**config.mk**
```make
export PLATFORM = sky130hd
export DESIGN_NAME = square_puls_analyzer
export DESIGN_NICKNAME = d
export VERILOG_FILES = /design/src/rtl/square_puls_analyzer_pkg.sv /design/src/rtl/square_puls_analyzer_divider.sv /design/src/rtl/square_puls_analyzer.sv
export SDC_FILE = /design/constraint.sdc
export NUM_CORES = 1
export LEC_CHECK = 0
export BUFFER_PORTS_ARGS = -buffer_cell sky130_fd_sc_hd__buf_2
export CAP_MARGIN = 40
export CORE_ASPECT_RATIO = 2
export CORE_MARGIN = 1.5
export CORE_UTILIZATION = 52
export CTS_BUF_LIST = sky130_fd_sc_hd__clkbuf_16
export DETAILED_ROUTE_END_ITERATION = 10
export GPL_ROUTABILITY_DRIVEN = 0
export GPL_TIMING_DRIVEN = 0
export PLACE_DENSITY = 0.82
export SETUP_SLACK_MARGIN = 0.4
export SLEW_MARGIN = 0
export SYNTH_ARGS = -nofsm -noshare
export SYNTH_HDL_FRONTEND = slang
export SYNTH_SLANG_ARGS = --single-unit
```
**constraint.sdc**
```tcl
create_clock -name clk_i -period 2.6 [get_ports clk_i]
set_clock_uncertainty 0.2 [all_clocks]
set_input_delay 0.13 -clock clk_i [delete_from_list [all_inputs] [get_ports clk_i]]
set_output_delay 0.13 -clock clk_i [all_outputs]
set_load 0.02 [all_outputs]
```
**src/rtl/square_puls_analyzer_pkg.sv**
```systemverilog
// Shared definitions for the square-pulse analyzer: FSM encoding and the
// full-scale sample constants used by the matching generator.
`ifndef SQUARE_PULS_ANALYZER_PKG_SV
`define SQUARE_PULS_ANALYZER_PKG_SV

package square_puls_analyzer_pkg;

  // Analyzer FSM: SYNC waits for the first genuine rising edge,
  // MEASURE accumulates period/high counts between rising edges.
  typedef enum logic {
    SYNC    = 1'b0,
    MEASURE = 1'b1
  } state_t;

  // Default fractional width of the sample stream (Q0.7).
  localparam int DEF_N_FRAC = 7;

  // Full-scale positive and negative sample values of the generator.
  localparam logic signed [DEF_N_FRAC:0] ONE       = {1'b0, {DEF_N_FRAC{1'b1}}};
  localparam logic signed [DEF_N_FRAC:0] MINUS_ONE = {1'b1, {DEF_N_FRAC{1'b0}}};

endpackage

`endif

```
**src/rtl/square_puls_analyzer_divider.sv**
```systemverilog
// Request pacer: emits a one-cycle sample request every SAMPLE_DIV clocks
// while enabled. The counter is held at zero while disabled so the first
// request after enabling always arrives SAMPLE_DIV cycles later.
module sample_request_divider #(
  parameter int SAMPLE_DIV = 4
) (
  input  logic clk_i,
  input  logic rst_i,
  input  logic enable_i,
  output logic next_data_strobe_o
);

  localparam int DIV_W = $clog2(SAMPLE_DIV);
  localparam logic [DIV_W-1:0] DIV_LAST = DIV_W'(SAMPLE_DIV - 1);

  logic [DIV_W-1:0] div_cnt_reg;
  logic             strobe_reg;

  // Free-running modulo-SAMPLE_DIV counter; strobe registered on wrap.
  always_ff @(posedge clk_i) begin
    if (rst_i) begin
      div_cnt_reg <= '0;
      strobe_reg  <= 1'b0;
    end else if (!enable_i) begin
      div_cnt_reg <= '0;
      strobe_reg  <= 1'b0;
    end else if (div_cnt_reg == DIV_LAST) begin
      div_cnt_reg <= '0;
      strobe_reg  <= 1'b1;
    end else begin
      div_cnt_reg <= div_cnt_reg + 1'b1;
      strobe_reg  <= 1'b0;
    end
  end

  assign next_data_strobe_o = strobe_reg;

endmodule

```
**src/rtl/square_puls_analyzer.sv**
```systemverilog
// Square-pulse analyzer: paces a sample source, slices each accepted sample
// against a threshold and measures period and high time (in samples)
// between consecutive rising edges, publishing one strobe per rising edge.
module square_puls_analyzer
  import square_puls_analyzer_pkg::*;
#(
  parameter int N_FRAC     = 7,
  parameter int SAMPLE_DIV = 4,
  parameter int CNT_W      = 12
) (
  input  logic                    clk_i,
  input  logic                    rst_i,
  input  logic                    enable_i,
  input  logic signed [N_FRAC:0]  data_i,
  input  logic                    data_in_valid_strobe_i,
  input  logic signed [N_FRAC:0]  threshold_i,
  output logic                    next_data_strobe_o,
  output logic [CNT_W-1:0]        period_o,
  output logic [CNT_W-1:0]        high_count_o,
  output logic                    meas_valid_strobe_o,
  output logic                    locked_o
);

  localparam logic [CNT_W-1:0] CNT_MAX = {CNT_W{1'b1}};
  localparam logic [CNT_W-1:0] CNT_ONE = CNT_W'(1);

  state_t           state_reg, state_next;
  logic [CNT_W-1:0] period_cnt_reg, period_cnt_next;
  logic [CNT_W-1:0] high_cnt_reg, high_cnt_next;
  logic [CNT_W-1:0] period_out_reg, period_out_next;
  logic [CNT_W-1:0] high_out_reg, high_out_next;
  logic             meas_valid_reg, meas_valid_next;
  logic             locked_reg, locked_next;
  logic             prev_level_reg, prev_level_next;

  logic accept;
  logic level;
  logic rise;
  logic overflow;

  sample_request_divider #(
    .SAMPLE_DIV(SAMPLE_DIV)
  ) u_divider (
    .clk_i              (clk_i),
    .rst_i              (rst_i),
    .enable_i           (enable_i),
    .next_data_strobe_o (next_data_strobe_o)
  );

  // Slicer: a sample equal to the threshold counts as high. prev_level
  // starts at 1 so a stream that begins high is not mistaken for an edge.
  assign accept   = enable_i & data_in_valid_strobe_i;
  assign level    = (data_i >= threshold_i);
  assign rise     = level & ~prev_level_reg;
  assign overflow = (period_cnt_reg == CNT_MAX);

  // State register.
  always_ff @(posedge clk_i) begin
    if (rst_i) begin
      state_reg <= SYNC;
    end else begin
      state_reg <= state_next;
    end
  end

  // Next-state logic: disabling or counter overflow forces a resync.
  always_comb begin
    state_next = state_reg;
    if (!enable_i) begin
      state_next = SYNC;
    end else if (accept) begin
      case (state_reg)
        SYNC:    if (rise) state_next = MEASURE;
        MEASURE: if (!rise && overflow) state_next = SYNC;
        default: state_next = SYNC;
      endcase
    end
  end

  // Datapath/output next values: counters, published measurements, lock.
  always_comb begin
    period_cnt_next = period_cnt_reg;
    high_cnt_next   = high_cnt_reg;
    period_out_next = period_out_reg;
    high_out_next   = high_out_reg;
    meas_valid_next = 1'b0;
    locked_next     = locked_reg;
    prev_level_next = prev_level_reg;
    if (!enable_i) begin
      period_cnt_next = '0;
      high_cnt_next   = '0;
      locked_next     = 1'b0;
      prev_level_next = 1'b1;
    end else if (accept) begin
      prev_level_next = level;
      case (state_reg)
        SYNC: begin
          if (rise) begin
            period_cnt_next = CNT_ONE;
            high_cnt_next   = CNT_ONE;
          end
        end
        MEASURE: begin
          if (rise) begin
            period_out_next = period_cnt_reg;
            high_out_next   = high_cnt_reg;
            meas_valid_next = 1'b1;
            locked_next     = 1'b1;
            period_cnt_next = CNT_ONE;
            high_cnt_next   = CNT_ONE;
          end else if (overflow) begin
            period_cnt_next = '0;
            high_cnt_next   = '0;
            locked_next     = 1'b0;
          end else begin
            period_cnt_next = period_cnt_reg + 1'b1;
            high_cnt_next   = high_cnt_reg + {{(CNT_W-1){1'b0}}, level};
          end
        end
        default: begin
          period_cnt_next = '0;
          high_cnt_next   = '0;
        end
      endcase
    end
  end

  // Datapath registers; reset clears everything and overrides any sample.
  always_ff @(posedge clk_i) begin
    if (rst_i) begin
      period_cnt_reg <= '0;
      high_cnt_reg   <= '0;
      period_out_reg <= '0;
      high_out_reg   <= '0;
      meas_valid_reg <= 1'b0;
      locked_reg     <= 1'b0;
      prev_level_reg <= 1'b1;
    end else begin
      period_cnt_reg <= period_cnt_next;
      high_cnt_reg   <= high_cnt_next;
      period_out_reg <= period_out_next;
      high_out_reg   <= high_out_next;
      meas_valid_reg <= meas_valid_next;
      locked_reg     <= locked_next;
      prev_level_reg <= prev_level_next;
    end
  end

  assign period_o            = period_out_reg;
  assign high_count_o        = high_out_reg;
  assign meas_valid_strobe_o = meas_valid_reg;
  assign locked_o            = locked_reg;

endmodule
```
==> summary.md <==
| Metric | Value |
|---|---|
| Most frequent cells in the layout | 54 x dfxtp_1, 46 x buf_2, 40 x nor2_1, 27 x mux2i_1, 23 x nand2_1 |
| Gr ovfl total | 0 |
| Clk pin slew, worst setup/hold paths | 70 ps |
| Most common cell after layout, fill and taps aside | dfxtp_1 |
| Clock power frac | 42.9% |
| Share of layout cells above drive strength 1 | 29.2% |
| Die height | 103 um |
| Period utilisation layout | 84.0% |
| Final wirelength | 6.15 mm |
| Worst EP required | 2610 ps |
| PortBufs | 45 |
| Initial DRC Count | 43 |
| # diodes | 0 |
| CORE AREA | 0.00486 mm^2 |
| PnR worst setup slack | 417 ps |
| Final Cell Area | 0.00331 mm^2 |
| Sw Pwr | 0.361 mW |
| CP endpoint kind | flip-flop |
| Setup_tns | 0 ps |
| Worst Tran Pin Value | 492 ps |
| CTS tree | done |
| Fin nets | 381 |
| Post-synthesis cell type count | 45 |
| Outcome | completed |
| P&R area growth vs syn | 26.3% |
| Ports | 47 |
| RSZ-0062 raised after global routing | true |
| Slew Limit Fails | 0 |
| Post-synth EDFFs | 0 |
| Cell-internal power | 1.35 mW |
| Area after DPL | 0.00302 mm^2 |
| Max Buffers Root-to-Sink | 2 |
| Gr usage total | 23.3% |
| Initial antenna violation count | 0 |
| Cell area after synthesis | 0.00262 mm^2 |
| Hold Fails Final Rpt | 0 |
| Final min period | 2180 ps |
| Hpwl dp | 4.16 mm |
| Combinational share of power | 7.6% |
| Vias in the first global route | 2095 |
| Sw frac | 21.1% |
| Crit path DAT | 2200 ps |
| Startpoint types | input port |
| Die width | 53.2 um |
| Max Cap Violations | 0 |
| R2R Setup Slk | 490 ps |
| Post-route antenna net violation count | 0 |
| Clock Latency Late Sink | 290 ps |
| Largest net degree at the start of global routing | 16 |
| Pre-CTS WS | -91.9 ps |
| Starting Density | 53.8% |
| Relative slew slack | 67.2% |
| Via density | 5.62 |
| CTS root buffer | clkbuf_16 |
| Syn_area_per_cell | 9.12 um^2 |
| Synth Warn # | 0 |
| Worst Path Max Fanout | 4 |
| Ys async rst share | 0% |
| Fill cell count | 394 |
| Leak Pwr | 1.33 nW |
| First-pass GRT wire length | 9.36 mm |
| # rows | 36 |
| Total clock sinks | 55 |
| Drt drc | 0 |
| Peak VDD IR | 558 uV |
| FF+latch count, synth | 55 |
| TritonRoute pass-1 iters | 4 |
| Hold Path Class | in -> reg |
| Mapped Cells | 287 |
| Kind of critical path | in -> reg |
| Routed wire per std cell | 15.1 um |
| Detailed-route via count | 2282 |
| Top_reg_cell synth | dfxtp_1 |
| Final setup fails | 0 |
| Total Die Area | 0.00550 mm^2 |
| H-tree levels | 2 |
| Peak Freq | 458 MHz |
| Sequential power share | 49.5% |
| Seq/Total Area, Yosys | 42.0% |
| Power Density | 517 mW/mm^2 |
| Syn Nets | 319 |
| CTS buffer count | 5 |
[worst max-delay path, stage by stage]
cell,delay (ps)
buf_2,100
ha_1,290
a31oi_1,240
nor2b_1,100
nor2_1,160
o21ai_2,80
ha_2,200
ha_4,160
and3_4,190
nand3_4,110
nor2_4,50
o21ai_1,110
a32oi_1,70
a211oi_1,220
[timing repair]
action | 4_1_cts | 5_1_grt
resized for setup | 2 | 12
pin swaps | 3 | 5
setup endpoints to repair | 5 | 16
cloned | 1 | 0
hold endpoints to repair | 7 | 0
buffers inserted | 2 | 5
hold buffers | 2 | 0
[cells in the mapped netlist (2+ instances only)]
| cell type | n | area share [%] |
|---|---|---|
| dfxtp_1 | 55 | 42 |
| nor2_1 | 43 | 6.2 |
| mux2i_1 | 27 | 10 |
| nand2_1 | 24 | 3.4 |
| nand3_1 | 15 | 2.9 |
| inv_1 | 13 | 1.9 |
| ha_1 | 12 | 5.7 |
| o21ai_0 | 12 | 2.3 |
| a21oi_1 | 10 | 1.9 |
| and3_1 | 8 | 1.9 |
| a22o_1 | 5 | 1.7 |
| o21ai_1 | 5 | 0.96 |
| xnor2_1 | 4 | 1.3 |
| a221o_1 | 3 | 1.1 |
| buf_4 | 3 | 0.86 |
| buf_6 | 3 | 1.3 |
| clkbuf_1 | 3 | 0.43 |
| nand4_1 | 3 | 0.72 |
| nor2b_1 | 3 | 0.72 |
| nor4_1 | 3 | 0.72 |
| a21o_1 | 2 | 0.57 |
| a31oi_1 | 2 | 0.48 |
| and3_4 | 2 | 0.86 |
| buf_2 | 2 | 0.38 |
| nand2b_1 | 2 | 0.48 |
| nand3_2 | 2 | 0.76 |
| or3_1 | 2 | 0.48 |
| xor2_1 | 2 | 0.67 |
[final timing paths]
check	endpoint	startpoint	depth (start not counted)
setup / recovery	high_cnt_reg[10]	threshold_i[0]	14
hold / removal	state_reg	enable_i	3
setup reg to reg	high_cnt_reg[6]	period_cnt_reg[1]	7
hold reg to reg	u_divider.div_cnt_reg[0]	u_divider.div_cnt_reg[0]	1
[power by group through the flow]
stage	sequential [mW]	clock, mW	combinational (mW)
after floorplan	0.865	0	0.0688
after global placement	0.865	0	0.102
after detailed placement	0.865	0	0.106
after CTS	0.846	0.739	0.111
after global routing	0.846	0.778	0.144
final	0.846	0.734	0.131
[kinds of logic (layout without fill, tap and decap cells)]
group,count (synthesis),after routing,share of synthesized area [%]
AOI/OAI and AO/OA,49,49,13.1
xor gates and xnor gates,6,6,2.01
adders and majority gates,12,12,5.73
buffers and inverters,24,86,4.83
DFF,55,55,42.0
muxes,27,27,10.3
and+or+nand+nor,114,114,21.9
[routing by layer]
layer,routed length [um],track usage (%),up-vias
met2,3440,40.4,58
met5,0,0,-
li1,-,-,1134
met3,260,6.47,13
met1,2290,23.7,1077
met4,150,15.0,0
[final cells by class]
class / instances / area (um^2) / share of cell area, %
Inverter: 13 / 61.3 / 1.85
Buffer: 11 / 77.6 / 2.35
Tap cell: 57 / 71.3 / 2.16
Timing Repair Buffer: 55 / 308 / 9.31
Clock inverter: 2 / 33.8 / 1.02
Multi-Input combinational cell: 208 / 1530 / 46.2
Clock buffer: 5 / 125 / 3.78
Sequential cell: 55 / 1100 / 33.3
[stage by stage]
step	instances	power (mW)	hold slack, ps	utilization (%)
finish	406	1.71	42.9	68.0
floorplan	287	0.934	61.6	-
detailed placement	389	0.971	141	62.0
CTS	401	1.70	23.1	66.2
global placement	389	0.967	133	62.0
global route	406	1.77	68.6	68.0
No activity file was read; power rests on OpenSTA's default activity.
